### src/rtl/approx_seq_multiplier.sv
// approx_seq_multiplier
//   Sequential 8x8 unsigned shift-and-add multiplier. Each RUN cycle feeds the
//   accumulator and the (isolated) shifted multiplicand into one 16-bit
//   segmented approximate adder, whose carry mask is latched per operation.
//
//   Ports:
//     clk      rising-edge clock
//     rst      synchronous active-high reset
//     start    begin a multiply (sampled in IDLE only)
//     a, b     8-bit unsigned multiplicand / multiplier (sampled with start)
//     mask     3-bit adder accuracy mask (sampled with start)
//     busy     high while an operation is in progress
//     done     one-cycle pulse when product is updated
//     product  last completed 16-bit approximate product
//
// Also contains the adder and its 4-bit segment slice.

// ---------------------------------------------------------------------------
// One 4-bit adder segment: plain ripple add with carry in/out.
// ---------------------------------------------------------------------------
module approx_add_seg (
    input  logic [3:0] x,
    input  logic [3:0] y,
    input  logic       cin,
    output logic [3:0] s,
    output logic       cout
);
    assign {cout, s} = {1'b0, x} + {1'b0, y} + {4'b0000, cin};
endmodule

// ---------------------------------------------------------------------------
// sixteen_bit_low_power_yet_high_speed_approximate_adder
//   16-bit adder built from four 4-bit segments. mask[k] lets the carry out
//   of segment k into segment k+1; a 0 drops that carry, which both shortens
//   the critical path and makes the sum approximate. mask=3'b111 is exact
//   (modulo 2^16). The carry out of the top segment is discarded.
//   Ports: in1, in2 (16b operands), mask (3b), out (16b sum).
// ---------------------------------------------------------------------------
module sixteen_bit_low_power_yet_high_speed_approximate_adder (
    input  logic [15:0] in1,
    input  logic [15:0] in2,
    input  logic [2:0]  mask,
    output logic [15:0] out
);
    localparam int NUM_SEG = 4;
    localparam int SEG_W   = 4;

    logic [NUM_SEG-1:0] ci;
    logic [NUM_SEG-1:0] co;
    logic               unused_cout;

    genvar g;
    generate
        for (g = 0; g < NUM_SEG; g++) begin : g_seg
            if (g == 0) begin : g_cin0
                assign ci[g] = 1'b0;
            end else begin : g_cinm
                // gated inter-segment carry
                assign ci[g] = co[g-1] & mask[g-1];
            end
            approx_add_seg u_seg (
                .x    (in1[g*SEG_W +: SEG_W]),
                .y    (in2[g*SEG_W +: SEG_W]),
                .cin  (ci[g]),
                .s    (out[g*SEG_W +: SEG_W]),
                .cout (co[g])
            );
        end
    endgenerate

    // Sum is truncated to 16 bits.
    assign unused_cout = co[NUM_SEG-1];
endmodule

// ---------------------------------------------------------------------------
// Top: multiplier FSM.
// ---------------------------------------------------------------------------
module approx_seq_multiplier (
    input  logic        clk,
    input  logic        rst,
    input  logic        start,
    input  logic [7:0]  a,
    input  logic [7:0]  b,
    input  logic [2:0]  mask,
    output logic        busy,
    output logic        done,
    output logic [15:0] product
);
    typedef enum logic {IDLE = 1'b0, RUN = 1'b1} state_t;

    state_t      state;
    logic [15:0] mcand;
    logic [7:0]  mplier;
    logic [15:0] acc;
    logic [2:0]  cnt;
    logic [2:0]  mask_r;

    logic [15:0] add_in2;
    logic [15:0] add_out;
    logic [15:0] acc_next;

    // Operand isolation: the adder sees zero on in2 whenever the current
    // multiplier bit is clear, so it does not toggle needlessly.
    assign add_in2  = mplier[0] ? mcand : 16'h0000;
    assign acc_next = mplier[0] ? add_out : acc;

    sixteen_bit_low_power_yet_high_speed_approximate_adder u_add (
        .in1  (acc),
        .in2  (add_in2),
        .mask (mask_r),
        .out  (add_out)
    );

    always_ff @(posedge clk) begin
        if (rst) begin
            state   <= IDLE;
            busy    <= 1'b0;
            done    <= 1'b0;
            product <= 16'h0000;
            mcand   <= 16'h0000;
            mplier  <= 8'h00;
            acc     <= 16'h0000;
            cnt     <= 3'd0;
            mask_r  <= 3'd0;
        end else begin
            case (state)
                IDLE: begin
                    done <= 1'b0;
                    if (start) begin
                        mcand  <= {8'h00, a};
                        mplier <= b;
                        acc    <= 16'h0000;
                        cnt    <= 3'd0;
                        mask_r <= mask;
                        busy   <= 1'b1;
                        state  <= RUN;
                    end
                end
                RUN: begin
                    // start is ignored here; all 8 iterations always run
                    acc    <= acc_next;
                    mcand  <= mcand << 1;
                    mplier <= mplier >> 1;
                    cnt    <= cnt + 3'd1;
                    if (cnt == 3'd7) begin
                        product <= acc_next;
                        done    <= 1'b1;
                        busy    <= 1'b0;
                        state   <= IDLE;
                    end
                end
                default: state <= IDLE;
            endcase
        end
    end
endmodule

### config.mk
export PLATFORM = sky130hd
export DESIGN_NAME = approx_seq_multiplier
export DESIGN_NICKNAME = d
export VERILOG_FILES = /design/src/rtl/approx_seq_multiplier.sv
export SDC_FILE = /design/constraint.sdc
export NUM_CORES = 1
export LEC_CHECK = 0
export BUFFER_PORTS_ARGS = -buffer_cell sky130_fd_sc_hd__buf_4
export CORE_ASPECT_RATIO = 0.5
export CORE_MARGIN = 10
export CORE_UTILIZATION = 53
export DETAILED_ROUTE_END_ITERATION = 16
export GPL_TIMING_DRIVEN = 0
export PLACE_DENSITY = 0.76
export SYNTH_ARGS = -nofsm -noshare
export SYNTH_HDL_FRONTEND = slang
export SYNTH_HIERARCHICAL = 1
export SYNTH_SLANG_ARGS = --single-unit
### constraint.sdc
create_clock -name clk -period 9.5 [get_ports clk]
set_clock_uncertainty 0.1 [all_clocks]
set_input_delay 0.475 -clock clk [delete_from_list [all_inputs] [get_ports clk]]
set_output_delay 0.475 -clock clk [all_outputs]
set_load 0.02 [all_outputs]
==> flow_metrics.env, run 1 <==
export IMPL_outcome="complete, no violations"
export IMPL_place_gp_congestion=0.7855
export IMPL_core_mm2=0.006156
export IMPL_required_ns=9.65
export IMPL_tritoncts="done"
export IMPL_final_util_pct=66.69
export IMPL_grt_pass1_wl_um=12530
export IMPL_min_delay_start="mask[2]"
export IMPL_end_kind="flop"
export IMPL_cts_max_level=3
export IMPL_intPower_w=0.0005086
export IMPL_power_per_cell_area_mw_per_mm2=159.9
export IMPL_syn_area_per_cell_um2=10.20
export IMPL_worst_pin_slew_ns=0.8301
export IMPL_critPathSlowestCell="fa_1"
export IMPL_cap_violations=0
export IMPL_via_count=2486
export IMPL_cts_hold_buf=0
export IMPL_rr_startpoint="mplier[0]"
export IMPL_p_comb_share_pct=8.0
export IMPL_clk_latency_ns=0.33
export IMPL_cts_inserted_buffers=9
export IMPL_numPortBuffers=38
export IMPL_cp_arrival_ns=6.05
export IMPL_fin_nets=429
export IMPL_synthesis_area_mm2=0.003416
export IMPL_p_leak_nw=1.755
export IMPL_swShare_pct=22.54
export IMPL_n_antenna_cell=0
export IMPL_die_x_um=133.5
export IMPL_reg2regPathDepth=30
export IMPL_route_detailed_drc=0
export IMPL_drtAntennaViolNets=0
export IMPL_rows=20
export IMPL_rsz0062_at_grt="false"
export IMPL_wl_um=7740
export IMPL_detailedPlace_worstSlack_ns=3.642
export IMPL_whs_path_depth=3
export IMPL_final_setup_viol_count=0
export IMPL_startpoint_type="flop"
export IMPL_critPathMaxFanout=10
export IMPL_grt_max_degree=11
export IMPL_n_fill_cell=514
export IMPL_clk_path_buf_depth=2
export IMPL_drt_pass1_iter_count=4
export IMPL_track_usage_pct=15.34
export IMPL_overflow=0
export IMPL_max_stage_delay_ns=0.44
export IMPL_cpMostUsedCell="fa_1"
export IMPL_cts_setup_buffers=0
export IMPL_crit_type="reg -> reg"
export IMPL_final_setup_worst_slack_ns=3.605
export IMPL_fmax_mhz=169.6
export IMPL_finalCritPeriodShare_pct=62.05
export IMPL_r2r_setup_slack_ns=3.61
export IMPL_synth_nets=380
export IMPL_cts_clk_slew_worst_paths_ns=0.05
export IMPL_hold_violations=0
export IMPL_pwr_share_seq_pct=43.3
export IMPL_drive_gt1_share_pct=27.25
export IMPL_irDropWorstVdd_mv=0.09649
export IMPL_worstHoldPathType="in -> reg"
export IMPL_stdcell_count=477
export IMPL_timing_rr_end="product[13]"
export IMPL_setup_tns_ns=0
export IMPL_power_switching_w=0.0001480
export IMPL_drt_iter0_markers=141
export IMPL_pwr_share_clk_pct=48.7
export IMPL_drt_vias_per_instance=5.212
export IMPL_antenna_found_initial=0
export IMPL_syn_inst=335
export IMPL_dpl_hpwl_um=5833
export IMPL_final_max_slew_viol_count=0
export IMPL_io_pins=40
export IMPL_dp_cells=461
export IMPL_grt_pass1_vias=2506
export IMPL_dieArea_mm2=0.01025
export IMPL_cts_root_buf="clkbuf_16"
export IMPL_area_growth_syn_to_layout_pct=20.18
export IMPL_initial_core_util_pct=55.49
export IMPL_wl_per_cell_um=16.23
export IMPL_die_h_um=76.77
export IMPL_cts_resized=0
export IMPL_fin_crit_ns=5.895
export IMPL_timing_critical_path_from="mplier[0]"
export IMPL_ys_warn_count=6
export IMPL_max_slew_margin_pct=44.66
export IMPL_holdPathEnd="mask_r[2]"
export IMPL_cts_sinks=65
final cells by class:
| cell class | instances | area [µm²] | area share, % |
|---|---|---|---|
| clock inverter | 2 | 10.01 | 0.2438 |
| inverter | 17 | 63.81 | 1.554 |
| multi-input combinational | 228 | 1892 | 46.08 |
| sequential | 65 | 1301 | 31.70 |
| timing repair buffer | 38 | 285.3 | 6.949 |
| tap | 88 | 110.1 | 2.682 |
| buffer | 25 | 158.9 | 3.871 |
| clock buffer | 14 | 284.0 | 6.919 |
registers in the layout, indices dropped and copies added (netlist names), 3 cells and up:
register	count
acc	16
mcand	16
product	16
mplier	8
cnt	3
mask_r	3
power groups by stage:
stage | registers, W | clock network, W | logic (W)
2_1_floorplan | 0.000288 | 0 | 0.0000369
3_3_place_gp | 0.000289 | 0 | 0.0000505
3_5_place_dp | 0.000290 | 0 | 0.0000523
4_1_cts | 0.000284 | 0.000325 | 0.0000527
5_1_grt | 0.000285 | 0.000337 | 0.0000568
6_report | 0.000284 | 0.000320 | 0.0000525
layout by cell type (no fill, tap or decap), types with 8 or more instances in the layout:
cell type / n
a211oi_2: 13
a21oi_1: 12
a22o_1: 16
and2_1: 20
buf_2: 10
buf_4: 44
clkbuf_16: 9
dfxtp_1: 65
fa_1: 8
ha_1: 15
inv_1: 17
mux2_2: 14
mux2i_1: 35
nor2_1: 46
nor3b_1: 12
xnor2_1: 8
critical path, delay by kind of cell, from the launching register on:
family / cells / cell delay, ns
mux: 1 / 0.09
simple gates: 10 / 1.16
fa+ha+maj: 8 / 2.64
buf+inv: 7 / 0.78
compound gates: 4 / 0.73
flops: 1 / 0.30
worst max-delay path by stage:
| stage | end | slack (ns) | cells past startpoint |
|---|---|---|---|
| after floorplan | product[13] | 4.31 | 30 |
| after global placement | product[13] | 3.94 | 30 |
| after detailed placement | product[13] | 3.64 | 30 |
| after CTS | product[13] | 3.59 | 30 |
| after global routing | product[13] | 3.12 | 30 |
| final | product[13] | 3.61 | 30 |
per-layer routing:
layer  vias up  global-route usage [%]  wire (µm)
li1       1238                       -          -
met4         0                   3.888         61
met3         7                   7.087        565
met1      1187                   18.36       3539
met2        54                   24.41       3573
met5         -                       0          0
through the flow:
| stage | hold WS [ns] | instance area (µm²) | total power, W |
|---|---|---|---|
| 3_3_place_gp | 0.3710 | 3811 | 0.0003397 |
| 5_1_grt | 0.2794 | 4105 | 0.0006788 |
| 3_5_place_dp | 0.3827 | 3811 | 0.0003420 |
| 6_report | 0.2860 | 4105 | 0.0006566 |
| 4_1_cts | 0.2709 | 4105 | 0.0006618 |
| 2_1_floorplan | 0.3515 | 3416 | 0.0003250 |
Power figures use the tool's default switching activity.
==> run 2: changes to the inputs <==
==> constraint.sdc (replaced) <==
create_clock -name clk -period 5.5 [get_ports clk]
set_clock_uncertainty 0.1 [all_clocks]
set_input_delay 0.275 -clock clk [delete_from_list [all_inputs] [get_ports clk]]
set_output_delay 0.275 -clock clk [all_outputs]
set_load 0.02 [all_outputs]
==> run 2 against run 1 <==
  * Worst setup slack got worse by 3.4 ns
  * First-iteration DRC count decreased by 8.5%
  * Utilization increased by 2.2 points
  * Die area unchanged
  * Via count increased by 3.5%
  * Critical endpoint unchanged
==> flow_metrics.env, run 2 (synthesis results as in run 1) <==
export IMPL_end_kind="flop"
export IMPL_die_h_um=76.77
export IMPL_fin_crit_ns=5.268
export IMPL_dpl_hpwl_um=5833
export IMPL_grt_max_degree=11
export IMPL_numPortBuffers=38
export IMPL_critPathMaxFanout=5
export IMPL_route_detailed_drc=0
export IMPL_cpMostUsedCell="fa_2"
export IMPL_final_max_slew_viol_count=0
export IMPL_stdcell_count=487
export IMPL_largestRegisters="acc (16), mcand (16), product (16)"
export IMPL_drt_pass1_iter_count=4
export IMPL_clk_path_buf_depth=2
export IMPL_fmax_mhz=189.8
export IMPL_dp_cells=461
export IMPL_die_x_um=133.5
export IMPL_max_stage_delay_ns=0.44
export IMPL_place_gp_congestion=0.7855
export IMPL_hold_violations=0
export IMPL_startpoint_type="flop"
export IMPL_final_setup_viol_count=0
export IMPL_cts_max_level=3
export IMPL_wl_um=8204
export IMPL_io_pins=40
export IMPL_cap_violations=0
export IMPL_max_slew_margin_pct=41.16
export IMPL_worst_pin_slew_ns=0.8827
export IMPL_rows=20
export IMPL_finalCritPeriodShare_pct=95.78
export IMPL_track_usage_pct=15.70
export IMPL_design_area_mm2=0.004240
export IMPL_irDropWorstVdd_mv=0.1673
export IMPL_drt_vias_per_instance=5.285
export IMPL_tritoncts="done"
export IMPL_cts_sinks=65
export IMPL_cts_clk_slew_worst_paths_ns=0.05
export IMPL_required_ns=5.66
export IMPL_final_cell_mix="dfxtp_1 (64), buf_4 (53), nor2_1 (46)"
export IMPL_drive_gt1_share_pct=34.59
export IMPL_overflow=0
export IMPL_cp_arrival_ns=5.42
export IMPL_core_mm2=0.006156
export IMPL_drtAntennaViolNets=0
export IMPL_dieArea_mm2=0.01025
export IMPL_antenna_found_initial=0
export IMPL_n_fill_cell=489
export IMPL_cts_inserted_buffers=9
export IMPL_critPathSlowestCell="fa_2"
export IMPL_cts_hold_buf=0
export IMPL_via_count=2574
export IMPL_clk_latency_ns=0.34
export IMPL_cts_root_buf="clkbuf_16"
export IMPL_outcome="complete, no violations"
export IMPL_multi_input_area_mm2=0.001936
export IMPL_power_per_cell_area_mw_per_mm2=269.5
export IMPL_crit_type="reg -> reg"
export IMPL_final_seq_area_mm2=0.001303
export IMPL_fin_nets=439
export IMPL_initial_core_util_pct=55.49
export IMPL_area_growth_syn_to_layout_pct=24.14
export IMPL_grt_pass1_vias=2547
export IMPL_p_leak_nw=1.819
export IMPL_dpl_cell_area_mm2=0.003811
export IMPL_drt_iter0_markers=129
export IMPL_mostFrequentLayoutCell="dfxtp_1"
export IMPL_grt_pass1_wl_um=12770
export IMPL_worstHoldPathType="in -> reg"
export IMPL_n_antenna_cell=0
export IMPL_wl_per_cell_um=16.85
run 2: cell count changes in the layout (fill, tap and decap cells not counted), sizes merged:
cell / change
buf: +11
clkbuf: -1
run 2: path summary, 6_finish.rpt:
path                            depth (start not counted)  slack, ns          end       from
worst max-delay path                                   30       0.23  product[13]  mplier[0]
worst min-delay path                                    3       0.08    mask_r[2]    mask[2]
worst max register to register                         30       0.23  product[13]  mplier[0]
worst min register to register                          2       0.39    mplier[0]  mplier[1]
run 2: critical path: cells and delay by family, from the launching register on:
| kind | cells | cell delay [ns] |
|---|---|---|
| mux | 1 | 0.07 |
| simple gates | 10 | 1.00 |
| flops | 1 | 0.31 |
| fa+ha+maj | 8 | 2.53 |
| compound gates | 4 | 0.58 |
| buf+inv | 7 | 0.60 |
run 2: per-layer routing:
| layer | GRT usage [%] | vias to the layer above | part of all wire, % |
|---|---|---|---|
| met5 | 0 | - | 0 |
| met4 | 4.104 | 0 | 0.88 |
| met3 | 7.282 | 8 | 6.6 |
| met2 | 25.44 | 66 | 48 |
| met1 | 18.37 | 1242 | 45 |
| li1 | - | 1258 | - |
run 2: area by class of cell:
cell class              instances  area share [%]
repair buffers                 48           8.498
well taps                      88           2.597
plain buffers                  25           4.102
flip-flops and latches         65           30.72
clock inverters                 2          0.2361
clock buffers                  14           6.698
inverters                      17           1.505
multi-input cells             228           45.65
run 2: what timing repair did:
| action | CTS | global route |
|---|---|---|
| resized for setup | 15 | 14 |
| gates cloned | 0 | 0 |
| setup endpoints to repair | 6 | 6 |
| pin swaps | 4 | 16 |
| buffers inserted | 2 | 8 |
run 2: report_power, final:
group	internal (W)	total, W	switching (W)
sequential	0.000483	0.000491	0.00000853
clock	0.000352	0.000555	0.000202
combinational	0.0000472	0.0000968	0.0000496
run 2: per-stage QoR:
step / total power [W] / util, % / hold slack [ns] / setup slack (ns) / setup TNS [ns]
after global routing: 0.001177 / 68.88 / 0.07994 / -0.04079 / -0.06599
after CTS: 0.001144 / 67.38 / 0.07088 / 0.004238 / 0
final: 0.001143 / 68.88 / 0.07590 / 0.2324 / 0
after global placement: 0.0005867 / 61.91 / 0.3710 / -0.06202 / -0.08838
after detailed placement: 0.0005907 / 61.91 / 0.3827 / -0.3582 / -1.319
after floorplan: 0.0005614 / - / 0.3218 / 0.3118 / 0
